`config.mk`:
```
export PLATFORM = sky130hd
export DESIGN_NAME = qea_host_loader_flat
export DESIGN_NICKNAME = d
export VERILOG_FILES = /design/src/rtl/qea_host_loader_pkg.sv /design/src/rtl/qea_host_loader_if.sv /design/src/rtl/qea_host_loader.sv /design/src/flat_wrapper.sv
export SDC_FILE = /design/constraint.sdc
export NUM_CORES = 1
export LEC_CHECK = 0
export ABC_AREA = 1
export BUFFER_PORTS_ARGS = -buffer_cell sky130_fd_sc_hd__clkbuf_2
export CORE_AREA = 4 4 487 489
export CTS_CLUSTER_SIZE = 20
export DETAILED_ROUTE_END_ITERATION = 8
export DIE_AREA = 0 0 491 493
export PLACE_DENSITY = 0.3
export SLEW_MARGIN = 20
export SYNTH_ARGS = -nofsm -noshare
export SYNTH_HDL_FRONTEND = slang
export SYNTH_SLANG_ARGS = --single-unit
```
`constraint.sdc`:
```
create_clock -name clk -period 2.1 [get_ports clk]
set_input_delay 0.315 -clock clk [delete_from_list [all_inputs] [get_ports clk]]
set_output_delay 0.315 -clock clk [all_outputs]
set_load 0.05 [all_outputs]
```
`src/rtl/qea_host_loader_pkg.sv`:
```
// Shared types and helpers for the QEA host loader: FSM state encoding,
// control-word width and the qubit-count derived sizing functions.
package qea_host_loader_pkg;

  localparam int CTRL_W = 32;

  typedef enum logic [3:0] {
    S_IDLE       = 4'd0,
    S_LOAD_CTX   = 4'd1,
    S_LOAD_ST    = 4'd2,
    S_START      = 4'd3,
    S_RUN        = 4'd4,
    S_READ_ISSUE = 4'd5,
    S_READ_WAIT  = 4'd6,
    S_READ_OUT   = 4'd7,
    S_DONE       = 4'd8
  } state_e;

  // Number of STATE RAM words for a qubit count: 2^(qbit - log2(PE count)).
  function automatic logic [CTRL_W-1:0] word_count(input int qbit, input int pe_w);
    return 32'd1 << (qbit - pe_w);
  endfunction

  // A qubit count is usable only if it spans more than one PE word and the
  // resulting word count still fits in the STATE RAM address space.
  function automatic logic qbit_ok(input int qbit, input int pe_w, input int saw);
    return (qbit > pe_w) && (qbit <= pe_w + saw);
  endfunction

endpackage

```
`src/rtl/qea_host_loader_if.sv`:
```
// Host-side valid/ready streams of the QEA host loader: context words in,
// initial state words in, final state words out.
interface qea_host_loader_if #(
  parameter int CDW = 64,
  parameter int SW  = 256
) ();

  logic           ctx_valid;
  logic           ctx_ready;
  logic [CDW-1:0] ctx_data;
  logic           st_valid;
  logic           st_ready;
  logic [SW-1:0]  st_data;
  logic           res_valid;
  logic           res_ready;
  logic [SW-1:0]  res_data;

  modport master (
    output ctx_valid, ctx_data, st_valid, st_data, res_ready,
    input  ctx_ready, st_ready, res_valid, res_data
  );

  modport slave (
    input  ctx_valid, ctx_data, st_valid, st_data, res_ready,
    output ctx_ready, st_ready, res_valid, res_data
  );

endinterface

```
`src/rtl/qea_host_loader.sv`:
```
// QEA host loader: streams context and initial state into the accelerator's
// RAMs, starts it, times the run, then streams the final state back out.
// A single word counter is reused as load index, cycle counter and read index.
module qea_host_loader
  import qea_host_loader_pkg::*;
#(
  parameter int PE_NUM_WIDTH     = 2,
  parameter int PE_NUM           = 1 << PE_NUM_WIDTH,
  parameter int DATA_WIDTH       = 32,
  parameter int MAX_QBIT_WIDTH   = 6,
  parameter int STATE_DATA_WIDTH = 2 * DATA_WIDTH,
  parameter int STATE_ADDR_WIDTH = 16,
  parameter int CTX_DATA_WIDTH   = 64,
  parameter int CTX_ADDR_WIDTH   = 16,
  parameter int RD_LAT           = 1
) (
  input  logic                                 clk,
  input  logic                                 rst_n,
  input  logic                                 i_go,
  input  logic [MAX_QBIT_WIDTH-1:0]            i_qbit_num,
  input  logic [CTX_ADDR_WIDTH:0]              i_ins_num,
  qea_host_loader_if.slave                     host,
  output logic                                 o_qea_start,
  output logic [MAX_QBIT_WIDTH-1:0]            o_qbit_num,
  output logic                                 o_ctx_en,
  output logic                                 o_ctx_wea,
  output logic [CTX_ADDR_WIDTH-1:0]            o_ctx_addr,
  output logic [CTX_DATA_WIDTH-1:0]            o_ctx_data,
  output logic                                 o_state_ena,
  output logic                                 o_state_wea,
  output logic [STATE_ADDR_WIDTH-1:0]          o_state_addra,
  output logic [PE_NUM*STATE_DATA_WIDTH-1:0]   o_state_dina,
  input  logic                                 i_qea_complete,
  input  logic [PE_NUM*STATE_DATA_WIDTH-1:0]   i_qea_state_dout,
  output logic                                 o_busy,
  output logic                                 o_done,
  output logic                                 o_err,
  output logic [31:0]                          o_exec_cycles
);

  localparam int SW  = PE_NUM * STATE_DATA_WIDTH;
  localparam int CAW = CTX_ADDR_WIDTH;
  localparam int SAW = STATE_ADDR_WIDTH;
  localparam int MQW = MAX_QBIT_WIDTH;

  state_e              r_state;
  logic [CTRL_W-1:0]   r_cnt;
  logic [CTRL_W-1:0]   r_words_m1;
  logic [CAW:0]        r_ins;
  logic [7:0]          r_wait;
  logic                r_busy;
  logic                r_done;
  logic                r_err;
  logic [31:0]         r_exec;
  logic                r_qea_start;
  logic [MQW-1:0]      r_qbit;
  logic                r_ctx_ready;
  logic                r_st_ready;
  logic                r_res_valid;
  logic [SW-1:0]       r_res_data;
  logic                r_ctx_en;
  logic                r_ctx_wea;
  logic [CAW-1:0]      r_ctx_addr;
  logic [CTX_DATA_WIDTH-1:0] r_ctx_data;
  logic                r_state_ena;
  logic                r_state_wea;
  logic [SAW-1:0]      r_state_addra;
  logic [SW-1:0]       r_state_dina;

  logic                w_qbit_ok;
  logic [CTRL_W-1:0]   w_words_m1;
  logic                w_ctx_hs;
  logic                w_st_hs;
  logic                w_res_hs;

  assign w_qbit_ok  = qbit_ok(int'(i_qbit_num), PE_NUM_WIDTH, SAW);
  assign w_words_m1 = word_count(int'(i_qbit_num), PE_NUM_WIDTH) - 32'd1;
  assign w_ctx_hs   = host.ctx_valid & r_ctx_ready;
  assign w_st_hs    = host.st_valid & r_st_ready;
  assign w_res_hs   = r_res_valid & host.res_ready;

  // Sequencer: load CTX, load STATE, start, time the run, read STATE back.
  always_ff @(posedge clk or negedge rst_n) begin
    if (!rst_n) begin
      r_state       <= S_IDLE;
      r_cnt         <= 32'd0;
      r_words_m1    <= 32'd0;
      r_ins         <= (CAW+1)'(0);
      r_wait        <= 8'd0;
      r_busy        <= 1'b0;
      r_done        <= 1'b0;
      r_err         <= 1'b0;
      r_exec        <= 32'd0;
      r_qea_start   <= 1'b0;
      r_qbit        <= MQW'(0);
      r_ctx_ready   <= 1'b0;
      r_st_ready    <= 1'b0;
      r_res_valid   <= 1'b0;
      r_res_data    <= SW'(0);
      r_ctx_en      <= 1'b0;
      r_ctx_wea     <= 1'b0;
      r_ctx_addr    <= CAW'(0);
      r_ctx_data    <= CTX_DATA_WIDTH'(0);
      r_state_ena   <= 1'b0;
      r_state_wea   <= 1'b0;
      r_state_addra <= SAW'(0);
      r_state_dina  <= SW'(0);
    end else begin
      // RAM strobes, start and done are single-cycle unless re-armed below.
      r_ctx_en    <= 1'b0;
      r_ctx_wea   <= 1'b0;
      r_state_ena <= 1'b0;
      r_state_wea <= 1'b0;
      r_qea_start <= 1'b0;
      r_done      <= 1'b0;
      case (r_state)
        S_IDLE: begin
          if (i_go) begin
            if (!w_qbit_ok) begin
              r_err <= 1'b1;
            end else begin
              r_err      <= 1'b0;
              r_busy     <= 1'b1;
              r_qbit     <= i_qbit_num;
              r_ins      <= i_ins_num;
              r_words_m1 <= w_words_m1;
              r_cnt      <= 32'd0;
              if (i_ins_num == (CAW+1)'(0)) begin
                r_st_ready <= 1'b1;
                r_state    <= S_LOAD_ST;
              end else begin
                r_ctx_ready <= 1'b1;
                r_state     <= S_LOAD_CTX;
              end
            end
          end
        end
        S_LOAD_CTX: begin
          if (w_ctx_hs) begin
            r_ctx_en   <= 1'b1;
            r_ctx_wea  <= 1'b1;
            r_ctx_addr <= r_cnt[CAW-1:0];
            r_ctx_data <= host.ctx_data;
            if ((r_cnt + 32'd1) == CTRL_W'(r_ins)) begin
              r_cnt       <= 32'd0;
              r_ctx_ready <= 1'b0;
              r_st_ready  <= 1'b1;
              r_state     <= S_LOAD_ST;
            end else begin
              r_cnt <= r_cnt + 32'd1;
            end
          end
        end
        S_LOAD_ST: begin
          if (w_st_hs) begin
            r_state_ena   <= 1'b1;
            r_state_wea   <= 1'b1;
            r_state_addra <= r_cnt[SAW-1:0];
            r_state_dina  <= host.st_data;
            if (r_cnt == r_words_m1) begin
              r_cnt      <= 32'd0;
              r_st_ready <= 1'b0;
              r_state    <= S_START;
            end else begin
              r_cnt <= r_cnt + 32'd1;
            end
          end
        end
        S_START: begin
          // The last STATE write strobe is visible this cycle; start follows it.
          r_qea_start <= 1'b1;
          r_cnt       <= 32'd0;
          r_state     <= S_RUN;
        end
        S_RUN: begin
          // r_cnt is 0 while start is high; a complete seen then is stale.
          if (i_qea_complete && (r_cnt != 32'd0)) begin
            r_exec        <= r_cnt;
            r_cnt         <= 32'd0;
            r_state_ena   <= 1'b1;
            r_state_addra <= SAW'(0);
            r_state       <= S_READ_ISSUE;
          end else if (r_cnt != 32'hFFFF_FFFF) begin
            r_cnt <= r_cnt + 32'd1;
          end
        end
        S_READ_ISSUE: begin
          r_wait  <= 8'd0;
          r_state <= S_READ_WAIT;
        end
        S_READ_WAIT: begin
          if (r_wait == 8'(RD_LAT - 1)) begin
            r_res_data  <= i_qea_state_dout;
            r_res_valid <= 1'b1;
            r_state     <= S_READ_OUT;
          end else begin
            r_wait <= r_wait + 8'd1;
          end
        end
        S_READ_OUT: begin
          if (w_res_hs) begin
            r_res_valid <= 1'b0;
            if (r_cnt == r_words_m1) begin
              r_done  <= 1'b1;
              r_state <= S_DONE;
            end else begin
              r_cnt         <= r_cnt + 32'd1;
              r_state_ena   <= 1'b1;
              r_state_addra <= r_cnt[SAW-1:0] + SAW'(1);
              r_state       <= S_READ_ISSUE;
            end
          end
        end
        S_DONE: begin
          r_busy  <= 1'b0;
          r_state <= S_IDLE;
        end
        default: begin
          r_busy      <= 1'b0;
          r_ctx_ready <= 1'b0;
          r_st_ready  <= 1'b0;
          r_res_valid <= 1'b0;
          r_state     <= S_IDLE;
        end
      endcase
    end
  end

  assign host.ctx_ready = r_ctx_ready;
  assign host.st_ready  = r_st_ready;
  assign host.res_valid = r_res_valid;
  assign host.res_data  = r_res_data;
  assign o_qea_start    = r_qea_start;
  assign o_qbit_num     = r_qbit;
  assign o_ctx_en       = r_ctx_en;
  assign o_ctx_wea      = r_ctx_wea;
  assign o_ctx_addr     = r_ctx_addr;
  assign o_ctx_data     = r_ctx_data;
  assign o_state_ena    = r_state_ena;
  assign o_state_wea    = r_state_wea;
  assign o_state_addra  = r_state_addra;
  assign o_state_dina   = r_state_dina;
  assign o_busy         = r_busy;
  assign o_done         = r_done;
  assign o_err          = r_err;
  assign o_exec_cycles  = r_exec;

endmodule

```
`src/flat_wrapper.sv`:
```
// flat-port wrapper written by rule: the top's interface ports become plain ports
module qea_host_loader_flat import qea_host_loader_pkg::*;
#(
  parameter int PE_NUM_WIDTH     = 2,
  parameter int PE_NUM           = 1 << PE_NUM_WIDTH,
  parameter int DATA_WIDTH       = 32,
  parameter int MAX_QBIT_WIDTH   = 6,
  parameter int STATE_DATA_WIDTH = 2 * DATA_WIDTH,
  parameter int STATE_ADDR_WIDTH = 16,
  parameter int CTX_DATA_WIDTH   = 64,
  parameter int CTX_ADDR_WIDTH   = 16,
  parameter int RD_LAT           = 1
)
  (clk, rst_n, i_go, i_qbit_num, i_ins_num, o_qea_start, o_qbit_num, o_ctx_en, o_ctx_wea, o_ctx_addr, o_ctx_data, o_state_ena, o_state_wea, o_state_addra, o_state_dina, i_qea_complete, i_qea_state_dout, o_busy, o_done, o_err, o_exec_cycles, host_ctx_valid, host_ctx_data, host_st_valid, host_st_data, host_res_ready, host_ctx_ready, host_st_ready, host_res_valid, host_res_data);
  qea_host_loader_if host_i ();
  input  logic clk;
  input  logic rst_n;
  input  logic i_go;
  input  logic [MAX_QBIT_WIDTH-1:0] i_qbit_num;
  input  logic [CTX_ADDR_WIDTH:0] i_ins_num;
  output logic o_qea_start;
  output logic [MAX_QBIT_WIDTH-1:0] o_qbit_num;
  output logic o_ctx_en;
  output logic o_ctx_wea;
  output logic [CTX_ADDR_WIDTH-1:0] o_ctx_addr;
  output logic [CTX_DATA_WIDTH-1:0] o_ctx_data;
  output logic o_state_ena;
  output logic o_state_wea;
  output logic [STATE_ADDR_WIDTH-1:0] o_state_addra;
  output logic [PE_NUM*STATE_DATA_WIDTH-1:0] o_state_dina;
  input  logic i_qea_complete;
  input  logic [PE_NUM*STATE_DATA_WIDTH-1:0] i_qea_state_dout;
  output logic o_busy;
  output logic o_done;
  output logic o_err;
  output logic [31:0] o_exec_cycles;
  input wire logic [$bits(host_i.ctx_valid)-1:0] host_ctx_valid;
  input wire logic [$bits(host_i.ctx_data)-1:0] host_ctx_data;
  input wire logic [$bits(host_i.st_valid)-1:0] host_st_valid;
  input wire logic [$bits(host_i.st_data)-1:0] host_st_data;
  input wire logic [$bits(host_i.res_ready)-1:0] host_res_ready;
  output wire logic [$bits(host_i.ctx_ready)-1:0] host_ctx_ready;
  output wire logic [$bits(host_i.st_ready)-1:0] host_st_ready;
  output wire logic [$bits(host_i.res_valid)-1:0] host_res_valid;
  output wire logic [$bits(host_i.res_data)-1:0] host_res_data;
  assign host_i.ctx_valid = host_ctx_valid;
  assign host_i.ctx_data = host_ctx_data;
  assign host_i.st_valid = host_st_valid;
  assign host_i.st_data = host_st_data;
  assign host_i.res_ready = host_res_ready;
  assign host_ctx_ready = host_i.ctx_ready;
  assign host_st_ready = host_i.st_ready;
  assign host_res_valid = host_i.res_valid;
  assign host_res_data = host_i.res_data;
  qea_host_loader #(.PE_NUM_WIDTH(PE_NUM_WIDTH), .PE_NUM(PE_NUM), .DATA_WIDTH(DATA_WIDTH), .MAX_QBIT_WIDTH(MAX_QBIT_WIDTH), .STATE_DATA_WIDTH(STATE_DATA_WIDTH), .STATE_ADDR_WIDTH(STATE_ADDR_WIDTH), .CTX_DATA_WIDTH(CTX_DATA_WIDTH), .CTX_ADDR_WIDTH(CTX_ADDR_WIDTH), .RD_LAT(RD_LAT)) u_core (.clk(clk), .rst_n(rst_n), .i_go(i_go), .i_qbit_num(i_qbit_num), .i_ins_num(i_ins_num), .host(host_i), .o_qea_start(o_qea_start), .o_qbit_num(o_qbit_num), .o_ctx_en(o_ctx_en), .o_ctx_wea(o_ctx_wea), .o_ctx_addr(o_ctx_addr), .o_ctx_data(o_ctx_data), .o_state_ena(o_state_ena), .o_state_wea(o_state_wea), .o_state_addra(o_state_addra), .o_state_dina(o_state_dina), .i_qea_complete(i_qea_complete), .i_qea_state_dout(i_qea_state_dout), .o_busy(o_busy), .o_done(o_done), .o_err(o_err), .o_exec_cycles(o_exec_cycles));
endmodule
```
== Word-level counts from Yosys, hierarchy flattened ==
Cells that the tools add are included.

* Input bits: 606
* Register bits: 749
* Output and inout bits: 657
* Logic and storage cells: 152

* Bitwise operators: 7
* Shift operators: 1
* $lt $le $gt $ge: 2
* Reduce and logical (&&, ||, !) cells: 27
* Mux-type cells: 63
* Add/subtract/negate cells: 5
* Equality and inequality tests: 25

{| class="wikitable"
|+ Operators by type and width
! operator !! number
|-
| $mux 32 || 10
|-
| $pmux 32 s6 || 1
|-
| $mux 16 || 4
|-
| $pmux 16 s3 || 1
|-
| $mux 4 || 10
|-
| $add 32x1->32 const B || 1
|-
| $eq 32x17->1 || 1
|-
| $eq 32x32->1 || 1
|-
| $ne 32x32->1 const B || 1
|-
| $pmux 4 s8 || 1
|-
| $reduce_bool 32->1 || 1
|-
| $shl 1x32->32 const A || 1
|-
| $sub 32x1->32 const B || 1
|-
| $mux 1 || 28
|-
| $reduce_or 7->1 || 3
|-
| $ne 2x1->1 const B || 9
|-
| $logic_not 17->1 || 1
|-
| $add 16x1->16 const B || 1
|-
| $eq 4x3->1 const B || 4
|-
| $pmux 8 s2 || 1
|-
| $reduce_and 8->1 || 2
|-
| $reduce_and 2->1 || 6
|-
| $pmux 1 s3 || 3
|-
| $reduce_and 3->1 || 3
|-
| other kinds (25) || 35
|}

== Depth between registers and ports, before layout ==
Gate-level depths: netlist of the first run.

* Depth after elaboration: 5
* Depth in mapped cells: 19
* Gate-level depth less buffers: 18

== Least setup slack after synthesis of the first run ==
Ideal clock, no wire load.

* Path type: input -> register
* Start: in i_qbit_num[1]
* End: reg u_core.r_words_m1[12]
* Arrival time: 2238 ps
* Path slack: -275 ps
* Data required time: 1964 ps
* Path buffers: 1
* Stages on the path: 16
* Library setup time: 136 ps
* Path through: inv_1 > ha_1 > nand2_1 > nand2_1 > nand2_1 > nand2_1 > inv_1 > buf_2 > nand2_1 > ha_1 > nand2_1 > nor2_1 > nand2_1 > nor2_1 > xor2_1 > o21ai_0

* Word-level cells in the longest chain between the ends: 3
* Elaborated cells between the ends (all ways): 7
* Classes of those cells: add/sub (2); order compare (2); shift (1); reduce/logical (2)

{| class="wikitable"
|+ RTL lines
! what !! RTL line !! RTL
|-
| from (decl) || flat_wrapper.sv:19 || <nowiki>input logic [MAX_QBIT_WIDTH-1:0] i_qbit_num;</nowiki>
|-
| $sub 6x2->7, or another cell as far along || qea_host_loader_pkg.sv:21 || <nowiki>return 32'd1 << (qbit - pe_w);</nowiki>
|-
| $shl 1x32->32 or $logic_and 1x1->1 (tied branches) || qea_host_loader_pkg.sv:21, qea_host_loader_pkg.sv:27 ||
|-
| $sub 32x1->32 or $reduce_and 3->1 (tied branches) || -- ||
|-
| to (signal assigned) || qea_host_loader.sv:126 || <nowiki>r_words_m1 <= w_words_m1;</nowiki>
|-
| to (decl) || qea_host_loader.sv:48 || <nowiki>logic [CTRL_W-1:0] r_words_m1;</nowiki>
|}

Several ways; a longest one is shown, not always the timed one.
A chain may end at the register's enable or synchronous reset.

== Worst setup path in the final report of the first run ==
* Start: reg u_core.r_cnt[1]
* End: reg u_core.r_cnt[17]

* Word-level cells in the longest chain between the ends: 5
* Elaborated cells between the ends (all ways): 18
* Classes of those cells: add/sub (1); eq/ne (5); mux (9); reduce/logical (3)

{| class="wikitable"
|+ RTL lines
! what !! RTL line !! RTL
|-
| from (decl) || qea_host_loader.sv:47 || <nowiki>logic [CTRL_W-1:0] r_cnt;</nowiki>
|-
| from (signal assigned) || qea_host_loader.sv:150 || <nowiki>r_cnt <= r_cnt + 32'd1;</nowiki>
|-
| from (signal assigned) || qea_host_loader.sv:165 || <nowiki>r_cnt <= r_cnt + 32'd1;</nowiki>
|-
| from (signal assigned) || qea_host_loader.sv:184 || <nowiki>r_cnt <= r_cnt + 32'd1;</nowiki>
|-
| $add 32x1->32 || -- ||
|-
| $eq 32x17->1 || qea_host_loader.sv:144 || <nowiki>if ((r_cnt + 32'd1) == CTRL_W'(r_ins)) begin</nowiki>
|-
| $mux 32 || qea_host_loader.sv:144 ||
|-
| $mux 32 || qea_host_loader.sv:139 || <nowiki>if (w_ctx_hs) begin</nowiki>
|-
| $pmux 32 s6 || qea_host_loader.sv:116 || <nowiki>case (r_state)</nowiki>
|}

Several ways; a longest one is shown, not always the timed one. The select of a mux whose other input is x is not followed.

==> results of run 1 <==
[final timing paths]
kind                       slack [ns]                        to  depth (start not counted)
min in group asynchronous        0.34  u_core.o_state_addra[15]                          3
setup reg to reg                -0.46          u_core.r_cnt[17]                         19
max in group asynchronous        0.45          u_core.r_cnt[15]                          3
setup / recovery                -0.46          u_core.r_cnt[17]                         19
hold reg to reg                  0.47     u_core.o_ctx_data[15]                          2
hold / removal                   0.27      u_core.r_words_m1[0]                          8
[flip-flops by register name (all words and copies together), names as in the netlist, 17 cells and up]
register	count
u_core.host.res_data	256
u_core.r_ins	17
u_core.r_cnt	32
u_core.o_ctx_data	64
u_core.r_words_m1	32
u_core.o_state_dina	256
u_core.o_exec_cycles	32
[worst max-delay path, delay by kind of cell, from the launching register on]
kind | cells | cell delay (ns)
adder cells (fa/ha/maj) | 1 | 0.15
flip-flops | 1 | 0.40
AND/OR/NAND/NOR | 15 | 1.41
buffers and inverters | 3 | 0.49
[cell type report]
| cell class | count | area, um^2 | share of cell area [%] |
|---|---|---|---|
| diodes | 65 | 162.7 | 0.2807 |
| repair buffers | 2375 | 18100 | 31.24 |
| clock buffers | 152 | 2994 | 5.168 |
| well taps | 3043 | 3807 | 6.572 |
| multi-input cells | 1794 | 12810 | 22.12 |
| flip-flops and latches | 749 | 18760 | 32.38 |
| clock inverters | 39 | 658.1 | 1.136 |
| inverters | 161 | 641.9 | 1.108 |
[repair_timing]
item | 4_1_cts | 5_1_grt
pin swaps | 32 | 51
setup buffers | 58 | 23
setup endpoints to repair | 369 | 575
endpoints found under the hold margin | 1081 | 0
cloned | 27 | 19
hold buffers | 604 | 0
resized for setup | 180 | 299
[layer usage]
layer  track usage (%)  vias up  share of wire (%)  wire (um)
li1                  -    14197                  -          -
met3             4.778      404                6.0      13490
met1             18.94    15309                 37      82000
met2             34.42     1100                 54     121900
met4             3.796       72                2.8       6243
met5                 0        -               0.20        441
[through the flow]
step                      hold slack [ns]  instance area, um^2
final                              0.2666                57940
after global routing               0.2477                57860
after CTS                          0.2049                56130
after detailed placement           0.2194                44480
after global placement             0.2211                44480
after floorplan                   0.01941                31360
[power by group through the flow]
stage | clock, mW | combinational (mW) | sequential (mW)
after global routing | 20.5 | 51.9 | 25.4
after detailed placement | 0 | 45.4 | 24.8
after floorplan | 0 | 8.56 | 43.8
after global placement | 0 | 45.4 | 24.6
after CTS | 20.0 | 49.2 | 24.6
final | 19.2 | 49.9 | 24.6
[logic make-up after synthesis]
group	share of synthesized area, %
simple gates	14.70
flops	60.02
mux	18.46
buf+inv	3.582
compound gates	2.252
xor+xnor	0.7011
fa+ha+maj	0.2804
[placed cells by master, fill, tap and decap left out, drive strengths merged]
cell type and instances:
clkbuf 1429, dfrtp 749, nand2 731, dlygate4sd3 604, mux2 512, buf 493
nor2 180, inv 156, nand3 127, o21ai 99, diode 65, nand4 41
nor3 21, clkinv 20, a31oi 17, bufinv 13, xor2 13, a21oi 13
xnor2 12, clkinvlp 11, or2 7, ha 7, nand3b 5, nor4 4
o31ai 1, o22ai 1, o21bai 1, a22oi 1, o21a 1, bufbuf 1
==> metrics.yaml, run 1 <==
netlist_instances: 2828
io_buffers: 1262
remaining_drc_errors: 0
cts_tree: "done"
synth.largest_area_cell: "dfrtp_1"
dieHeight_um: 493
holdCritStartpoint: "i_qbit_num[5]"
dp_cells: 7405
drive_gt1_share_pct: 50.55
pre_cts_ws_ns: -1.121
nNetsFinal: 5798
synth_edf_count: 0
cts.clk_slew.worst_paths_ns: 0.06
stdcell_count: 8378
fp.dieW_um: 491
drtAntennaViolNets: 0
fin_crit_sh_pct: 122.1
cp.arrival_ns: 3.23
critPathMostFrequentCell: "nand2_1"
finalSetupViolCount: 75
p_comb_share_pct: 53.3
switching_power_mw: 47.28
startpoint: "u_core.r_cnt[1]"
ios: 1263
finalWirelength_um: 224000
syn_area_per_cell_um2: 11.04
grt_setup_unrepaired: "true"
power-per-cell-area_mw_per_mm2: 1618
dr.pass1.iters: 5
relSlewSlack_pct: 39.66
startpoint_type: "register"
yosys-top-cells-count: "749 x dfrtp_1, 727 x nand2_1, 512 x mux2_2, 172 x nor2_1, 156 x inv_1"
cp_cell_sequence: "buf_12 -> ha_4 -> nand2_4 -> nor2_8 -> nand3_2 -> buf_4 -> nor2_4 -> nand3_1 -> nand2_1 -> nand2_1 -> nor2_1 -> nand2_1 -> nor2_2 -> nand2_2 -> nand2_4 -> nand2_8 -> clkbuf_16 -> nand3_1 -> nand2_1"
area_growth_pct: 85.52
yosys-top-cells-area: "dfrtp_1 60%, mux2_2 18%, nand2_1 8.7%, nor2_1 2.1%, nand3_1 2.0%"
grt_pass1_wl_um: 295100
peakVddDrop_uv: 862.5
outcome: "complete, but fails checks"
synth_top_area_share_pct: 60.02
synth_seq_area_share_pct: 60.02
tns_ns: -20.61
root_buffer: "clkbuf_16"
setup_ws_ns: -0.4632
ctsLongestPathBuffers: 3
grt_max_degree: 111
max-cap-violations: 0
yosysWarnings: 0
ys_ff_latch: 749
grt_usage_pct: 17.71
yosysUniqueCellTypes: 36
crit_required_ns: 2.76
finalHoldViolCount: 0
fp-row-count: 177
die-area_mm2: 0.2421
htree_levels: 3
power_mw: 93.73
power_leakage_nw: 28.26
sw_frac_of_total_pct: 50.44
failed_checks: "negative setup slack"
power_frac_clock_pct: 20.4
p_seq_share_pct: 26.3
via_per_inst: 3.710
first_global_vias: 32708
dp_hpwl_um: 184300
fmax_mhz: 390.1
grt-ovfl-total: 0
cts_buffers: 104
max_stage_delay_ns: 0.40
holdCritPathClass: "in2reg"
synth_most_common_cell: "dfrtp_1"
clock_sink_count: 749
n_fill_cell: 25126
core_mm2: 0.2323
p_int_mw: 46.46
crit_fanout: 6
wl_per_cell_um: 26.74
synthFlopType: "dfrtp_1"
period_needed_ns: 2.563
tightest_slew_ns: 0.9021
regToRegStartpoint: "u_core.r_cnt[1]"
insertion_delay_ns: 0.76
final_util_pct: 24.94
worstSetupPathType: "reg2reg"
antenna_found_initial: 180
async_flop_share_pct: 100.0
place.gp.congestion: 0.8540
start_util_pct: 13.44
synthesis.area_mm2: 0.03123
clock_skew_ns: 0.05728
final-max-slew-violation-count: 0
syn-num-nets: 3441
cpMaxStageDelayCell: "dfrtp_2"
vias: 31082
end_kind: "register"
drt_iter0_drc: 1362
Power figures use the tool's default switching activity.
==> inputs of run 2 (changes only) <==
--- a/config.mk
+++ b/config.mk
@@ -7,10 +7,10 @@
 export LEC_CHECK = 0
 export ABC_AREA = 1
 export BUFFER_PORTS_ARGS = -buffer_cell sky130_fd_sc_hd__clkbuf_2
-export CORE_AREA = 4 4 487 489
+export CORE_AREA = 4 4 495 497
 export CTS_CLUSTER_SIZE = 20
 export DETAILED_ROUTE_END_ITERATION = 8
-export DIE_AREA = 0 0 491 493
+export DIE_AREA = 0 0 499 501
 export PLACE_DENSITY = 0.3
 export SLEW_MARGIN = 20
 export SYNTH_ARGS = -nofsm -noshare
==> run 2 against run 1 <==
Effect of this change: the run still ends with negative setup slack left; sequential share of layout area up 0.69 points; clock power fell by 6%; register-to-register slack worse by 0.05 ns; utilization is 1.3 points lower; die area grew 3.3%; clock skew fell by 0.018 ns; non-clock buffer count is 23 lower; first-iteration DRC count decreased by 1.7%.
==> metrics.yaml, run 2 (same netlist as run 1, synthesis figures left out) <==
dp_cells: 7548  # +1.9%
cts.clk_slew.worst_paths_ns: 0.07  # about the same
via_per_inst: 3.635  # -2.0%
crit_required_ns: 2.76  # about the same
remaining_drc_errors: 0  # unchanged
antenna_found_initial: 172  # -4.4%
nNetsFinal: 5773  # -0.43%
core_mm2: 0.2403  # +3.4%
root_buffer: "clkbuf_16"
fp.dieW_um: 499  # +1.6%
die-area_mm2: 0.2500  # +3.3%
dieHeight_um: 501  # +1.6%
fmax_mhz: 383.0  # -1.8%
clock_skew_ns: 0.03955  # -0.01774 ns
drt_iter0_drc: 1339  # -1.7%
holdCritPathClass: "in2async"
reg2reg_slack_ns: -0.51  # -0.05 ns
grt-ovfl-total: 0  # unchanged
wl_per_cell_um: 25.90  # -3.2%
cts_buffers: 101  # -2.9%
failed_checks: "negative setup slack"
pre_cts_ws_ns: -1.085  # +0.03627 ns
grt_pass1_wl_um: 286700  # -2.8%
end_kind: "register"
reg2reg_to: "u_core.r_cnt[19]"
grt-busiest-layer: "met2"
globalRouteMet1Util_pct: 18.22  # -0.72 points
max-cap-violations: 0  # unchanged
regToRegStartpoint: "u_core.r_cnt[0]"
area_growth_pct: 81.58
r2r.worst_path.cells: 18  # -1
worstSetupPathType: "reg2reg"
power_leakage_nw: 27.57  # -2.4%
clock_sink_count: 749  # unchanged
outcome: "complete, but fails checks"
fin_crit_sh_pct: 124.3  # +2.3 points
stdcell_count: 8482  # +1.2%
grt_max_degree: 66  # -41%
final_cell_mix: "1,261 x clkbuf_2, 742 x dfrtp_1, 699 x nand2_1"
htree_levels: 3  # unchanged
use_met3_pct: 4.652  # -0.13 points
period_needed_ns: 2.611  # +0.04799 ns
cp.arrival_ns: 3.27  # +0.04 ns
start_util_pct: 13.00  # -0.45 points
tightest_slew_ns: 0.6782  # -0.2239 ns
grt_setup_unrepaired: "true"
drtAntennaViolNets: 0  # unchanged
ctsLongestPathBuffers: 3  # unchanged
final-max-slew-violation-count: 0  # unchanged
dr.pass1.iters: 5  # unchanged
io_buffers: 1262  # unchanged
finalHoldViolCount: 0  # unchanged
finalSetupViolCount: 55  # -27%
finalWirelength_um: 219600  # -2.0%
first_global_vias: 32131  # -1.8%
vias: 30836  # -0.79%
cts_tree: "done"
peakVddDrop_uv: 995.2  # +15%
relSlewSlack_pct: 54.79  # +15 points
grt_usage_pct: 16.71  # -1.0 points
drive_gt1_share_pct: 49.63  # -0.92 points
insertion_delay_ns: 0.75  # about the same
startpoint_type: "register"
place.gp.congestion: 0.8311  # -2.7%
final_common_cell: "clkbuf_2"
dp_hpwl_um: 180500  # -2.1%
use_met2_pct: 32.04  # -2.4 points
ios: 1263  # unchanged
crit_fanout: 9  # +3
fp-row-count: 180  # +1.7%
tns_ns: -22.95  # -2.341 ns
setup_ws_ns: -0.5112  # -0.04799 ns
power-per-cell-area_mw_per_mm2: 1576  # -2.6%
==> run 2: area by class of cell <==
| cell class | instances | area (um^2) |
|---|---|---|
| antenna | 54 | 135.1 |
| fill | 26364 | 183600 |
| clock buffer | 144 | 2879 |
| timing repair buffer | 2352 | 17600 |
| sequential | 749 | 18750 |
| clock inverter | 42 | 528.0 |
| multi-input combinational | 1795 | 12190 |
| tap | 3185 | 3985 |
| inverter | 161 | 640.6 |
==> run 2: critical path, cell delays in order, from the launching register on <==
cell and delay (ns):
dfrtp_2 0.41, inv_4 0.04, buf_6 0.11, nor2_4 0.29, nand2_4 0.11, nor2_4 0.15
buf_12 0.14, nand3_1 0.09, nand2_2 0.11, nand2_1 0.06, nor2_1 0.11, nand2_1 0.08
nor2_2 0.16, nand2_2 0.11, nand2_4 0.11, nand2_8 0.09, clkbuf_16 0.21, nand3_2 0.08
nand2_1 0.05
==> run 2: layer usage <==
layer | part of all wire (%) | wire length, um
met5 | 0.19 | 424
met4 | 2.5 | 5398
met3 | 6.0 | 13200
met2 | 54 | 118100
met1 | 38 | 82560
==> run 2: metrics by stage <==
stage / util [%] / power [mW] / hold slack [ns] / instance area (um^2)
after detailed placement: 18.61 / 68.75 / 0.2904 / 44730
final: 23.60 / 89.35 / 0.07770 / 56710
after floorplan: - / 52.39 / 0.01941 / 31360
after CTS: 23.04 / 90.04 / 0.03054 / 55380
after global placement: 18.61 / 68.64 / 0.2880 / 44730
after global routing: 23.58 / 93.31 / 0.05357 / 56660
==> run 2: worst max path at each step <==
stage / startpoint / end / cells after the start
after floorplan: u_core.r_cnt[1] / u_core.r_cnt[1] / 16
after global placement: u_core.r_cnt[4] / u_core.r_cnt[27] / 16
after global routing: u_core.r_cnt[0] / u_core.r_cnt[6] / 18
final: u_core.r_cnt[0] / u_core.r_cnt[19] / 18
after CTS: u_core.r_cnt[4] / u_core.r_cnt[28] / 16
after detailed placement: u_core.r_cnt[4] / u_core.r_cnt[31] / 16
==> run 2: report_power, final <==
part | switching (mW) | total [mW] | internal (mW)
clock | 7.62 | 18.0 | 10.3
combinational | 34.0 | 46.9 | 12.9
sequential | 3.86 | 24.5 | 20.7
==> run 2: timing repair <==
item,in CTS,in global routing
gates resized for setup,122,130
pin swaps,21,40
endpoints found under the setup margin,314,499
gates cloned,12,30
setup buffers,45,19
endpoints found under the hold margin,921,0
hold buffers,601,0
==> inputs of run 3 (changes only) <==
--- a/config.mk
+++ b/config.mk
@@ -5,12 +5,12 @@
 export SDC_FILE = /design/constraint.sdc
 export NUM_CORES = 1
 export LEC_CHECK = 0
-export ABC_AREA = 1
+export ABC_AREA = 0
 export BUFFER_PORTS_ARGS = -buffer_cell sky130_fd_sc_hd__clkbuf_2
-export CORE_AREA = 4 4 495 497
+export CORE_AREA = 4 4 494 496
 export CTS_CLUSTER_SIZE = 20
 export DETAILED_ROUTE_END_ITERATION = 8
-export DIE_AREA = 0 0 499 501
+export DIE_AREA = 0 0 498 500
 export PLACE_DENSITY = 0.3
 export SLEW_MARGIN = 20
 export SYNTH_ARGS = -nofsm -noshare
==> run 3 against run 2 <==
Effect of this change: the run still ends with negative setup slack left; power down 22%; clock power about the same; design area grew 0.32%; sequential power fell by 19%; critical path depth is 4 lower; hold slack gained 0.020 ns; area after synthesis down 0.71%; non-clock buffer count rose by 50; count of clock-buffer cells in the layout rose by 5; fmax decreased by 16%; combinational power is 32% lower; die area down 0.40%; critical path type unchanged; largest power group unchanged.
==> metrics.yaml, run 3 <==
via_per_inst: 3.662  # +0.74%
root_buffer: "clkbuf_16"
outcome: "complete, but fails checks"
io_buffers: 1262  # unchanged
synth_edf_count: 0  # unchanged
drt_iter0_drc: 1735  # +30%
cts.clk_slew.worst_paths_ns: 0.06  # about the same
ctsLongestPathBuffers: 3  # unchanged
fp.dieW_um: 498  # -0.20%
netlist_instances: 2867  # +1.4%
startpoint_type: "register"
synthFlopType: "dfrtp_1"
vias: 31065  # +0.74%
first_global_vias: 32782  # +2.0%
finalWirelength_um: 199100  # -9.4%
cts_buffers: 102  # +0.99%
yosys-top-cells-area: "dfrtp_1 60%, mux2_2 13%, nand2_1 12%, clkbuf_1 1.8%, xor2_1 1.5%"
end_kind: "register"
synth_most_common_cell: "nand2_1"
yosysWarnings: 0  # unchanged
seqCellArea_mm2: 0.01875  # unchanged
antenna_found_initial: 47  # -73%
holdCritPathClass: "in2async"
fp-row-count: 180  # unchanged
grt-ovfl-total: 0  # unchanged
syn-num-nets: 3480  # +1.1%
insertion_delay_ns: 0.73  # -0.02 ns
max_stage_delay_ns: 0.49  # +0.08 ns
synth.largest_area_cell: "dfrtp_1"
finalSetupViolCount: 348  # +530%
critPathMostFrequentCell: "buf_4"
tightest_slew_ns: 0.6053  # -0.07284 ns
fmax_mhz: 323.2  # -16%
cp.arrival_ns: 3.70  # +0.43 ns
start_util_pct: 12.94  # -0.056 points
peakVddDrop_uv: 601.5  # -40%
core_mm2: 0.2396  # -0.28%
nNetsFinal: 5809  # +0.62%
die-area_mm2: 0.2490  # -0.40%
clock_sink_count: 749  # unchanged
multiInputGateArea_mm2: 0.01242  # +1.9%
worstSetupPathType: "reg2reg"
stdcell_count: 8482  # unchanged
syn_area_per_cell_um2: 10.81  # -2.1%
crit_fanout: 8  # -1
postLayoutCellArea_mm2: 0.05688  # +0.32%
place.gp.congestion: 0.8807  # +6.0%
dp_hpwl_um: 157300  # -13%
synthesis.area_mm2: 0.03101  # -0.71%
area_growth_pct: 83.46
synth_top_area_share_pct: 60.45  # +0.43 points
async_flop_share_pct: 100.0  # unchanged
grt_pass1_wl_um: 266000  # -7.2%
drtAntennaViolNets: 0  # unchanged
cpMaxStageDelayCell: "dfrtp_2"
final_common_cell: "clkbuf_2"
dr.pass1.iters: 5  # unchanged
grt_setup_unrepaired: "true"
power_leakage_nw: 28.70  # +4.1%
ios: 1263  # unchanged
cts_tree: "done"
dp_cells: 7577  # +0.38%
grt_max_degree: 110  # +67%
n_fill_cell: 26134  # -0.87%
period_needed_ns: 3.094  # +0.4829 ns
fin_crit_sh_pct: 147.3  # +23 points
clock_skew_ns: 0.03805  # -0.001494 ns
final_cell_mix: "1,261 x clkbuf_2, 940 x nand2_1, 742 x dfrtp_1"
dieHeight_um: 500  # -0.20%
failed_checks: "negative setup slack"
remaining_drc_errors: 0  # unchanged
ys_ff_latch: 749  # unchanged
cp_cell_sequence: "and4_1 -> nand4_1 -> buf_4 -> a211o_1 -> a311oi_2 -> o2111ai_1 -> a2111oi_4 -> buf_4 -> buf_6 -> o21ai_4 -> nand2_4 -> buf_12 -> buf_16 -> o41ai_2"
crit_required_ns: 2.71  # -0.05 ns
place_area_mm2: 0.04475  # about the same
wl_per_cell_um: 23.47  # -9.4%
drive_gt1_share_pct: 46.90  # -2.7 points
yosysUniqueCellTypes: 71  # +97%
htree_levels: 3  # unchanged
yosys-top-cells-count: "952 x nand2_1, 749 x dfrtp_1, 362 x mux2_2, 149 x clkbuf_1, 95 x nor2_1"
power-per-cell-area_mw_per_mm2: 1220  # -23%
setup_ws_ns: -0.9941  # -0.4829 ns
synth_seq_area_share_pct: 60.45  # +0.43 points
relSlewSlack_pct: 59.65  # +4.9 points
finalHoldViolCount: 0  # unchanged
max-cap-violations: 0  # unchanged
final-max-slew-violation-count: 0  # unchanged
grt_usage_pct: 15.01  # -1.7 points
## run 3: cell count changes after synthesis, sizes merged, moves of 51 or more
cell,delta
nor2,-85
nand2,+222
mux2,-149
nand3,-65
inv,-137
clkbuf,+51
## run 3: timing repair
item,in CTS,in global routing
hold endpoints to repair,971,0
endpoints found under the setup margin,627,724
buffers inserted,27,45
pin swaps,25,29
hold buffers,601,0
cloned,7,32
resized for setup,97,204
## run 3: through the flow
stage               hold slack, ns  util, %  power, mW  worst slack (ns)  TNS (ns)
CTS                       0.008840    22.97      68.02           -0.9944   -131.36
floorplan                  0.01941        -      37.68           -0.6551    -88.57
finish                     0.09800    23.74      69.40           -0.9941   -146.97
global route               0.07216    23.73      72.60            -1.139   -196.25
detailed placement          0.2549    18.67      47.09            -1.342   -201.27
global placement            0.2555    18.67      47.02            -1.397   -213.97
## run 3: report_power, final
part / leakage, nW / internal (mW) / switching [mW]
combinational: 17.3 / 11.4 / 20.3
clock: 1.64 / 10.2 / 7.63
sequential: 9.80 / 17.7 / 2.20
total: 28.7 / 39.3 / 30.1
## run 3: cell type report
cell class / count / share of cell area [%]
well taps: 3185 / 7.006
clock inverters: 40 / 0.8182
flip-flops and latches: 749 / 32.96
clock buffers: 149 / 5.149
inverters: 22 / 0.2134
multi-input cells: 1919 / 21.83
diodes: 16 / 0.07039
repair buffers: 2402 / 31.95
## run 3: per-layer routing
metal / GRT usage (%) / vias to the layer above / wire length (um)
li1: - / 14287 / -
met3: 3.984 / 256 / 13260
met5: 0 / - / 101
met2: 25.98 / 1054 / 97590
met1: 18.30 / 15450 / 82370
met4: 4.203 / 18 / 5765
## run 3: critical path, delay by kind of cell, from the launching register on
| kind | cells | cell delay [ns] |
|---|---|---|
| and+or+nand+nor | 3 | 0.57 |
| DFF | 1 | 0.49 |
| AOI/OAI and AO/OA | 6 | 1.15 |
| buffers and inverters | 5 | 0.75 |
## run 3: cell families after synthesis
group | share of synthesized area [%]
DFF | 60.45
xor gates and xnor gates | 2.163
and+or+nand+nor | 16.85
buffers and inverters | 2.546
AOI/OAI and AO/OA | 4.395
muxes | 13.31
adders and majority gates | 0.2825
## run 3: path summary, 6_finish.rpt
check | slack, ns | start | cells after the start | end
max | -0.99 | u_core.r_cnt[1] | 14 | u_core.r_cnt[23]
min | 0.1 | rst_n | 2 | u_core.o_state_dina[13]
max reg2reg | -0.99 | u_core.r_cnt[1] | 14 | u_core.r_cnt[23]
min reg2reg | 0.47 | u_core.o_state_dina[22] | 2 | u_core.o_state_dina[22]
max in group asynchronous | 0.95 | rst_n | 3 | u_core.o_qbit_num[5]
min in group clk | 0.12 | host_res_ready | 3 | u_core.r_state[3]
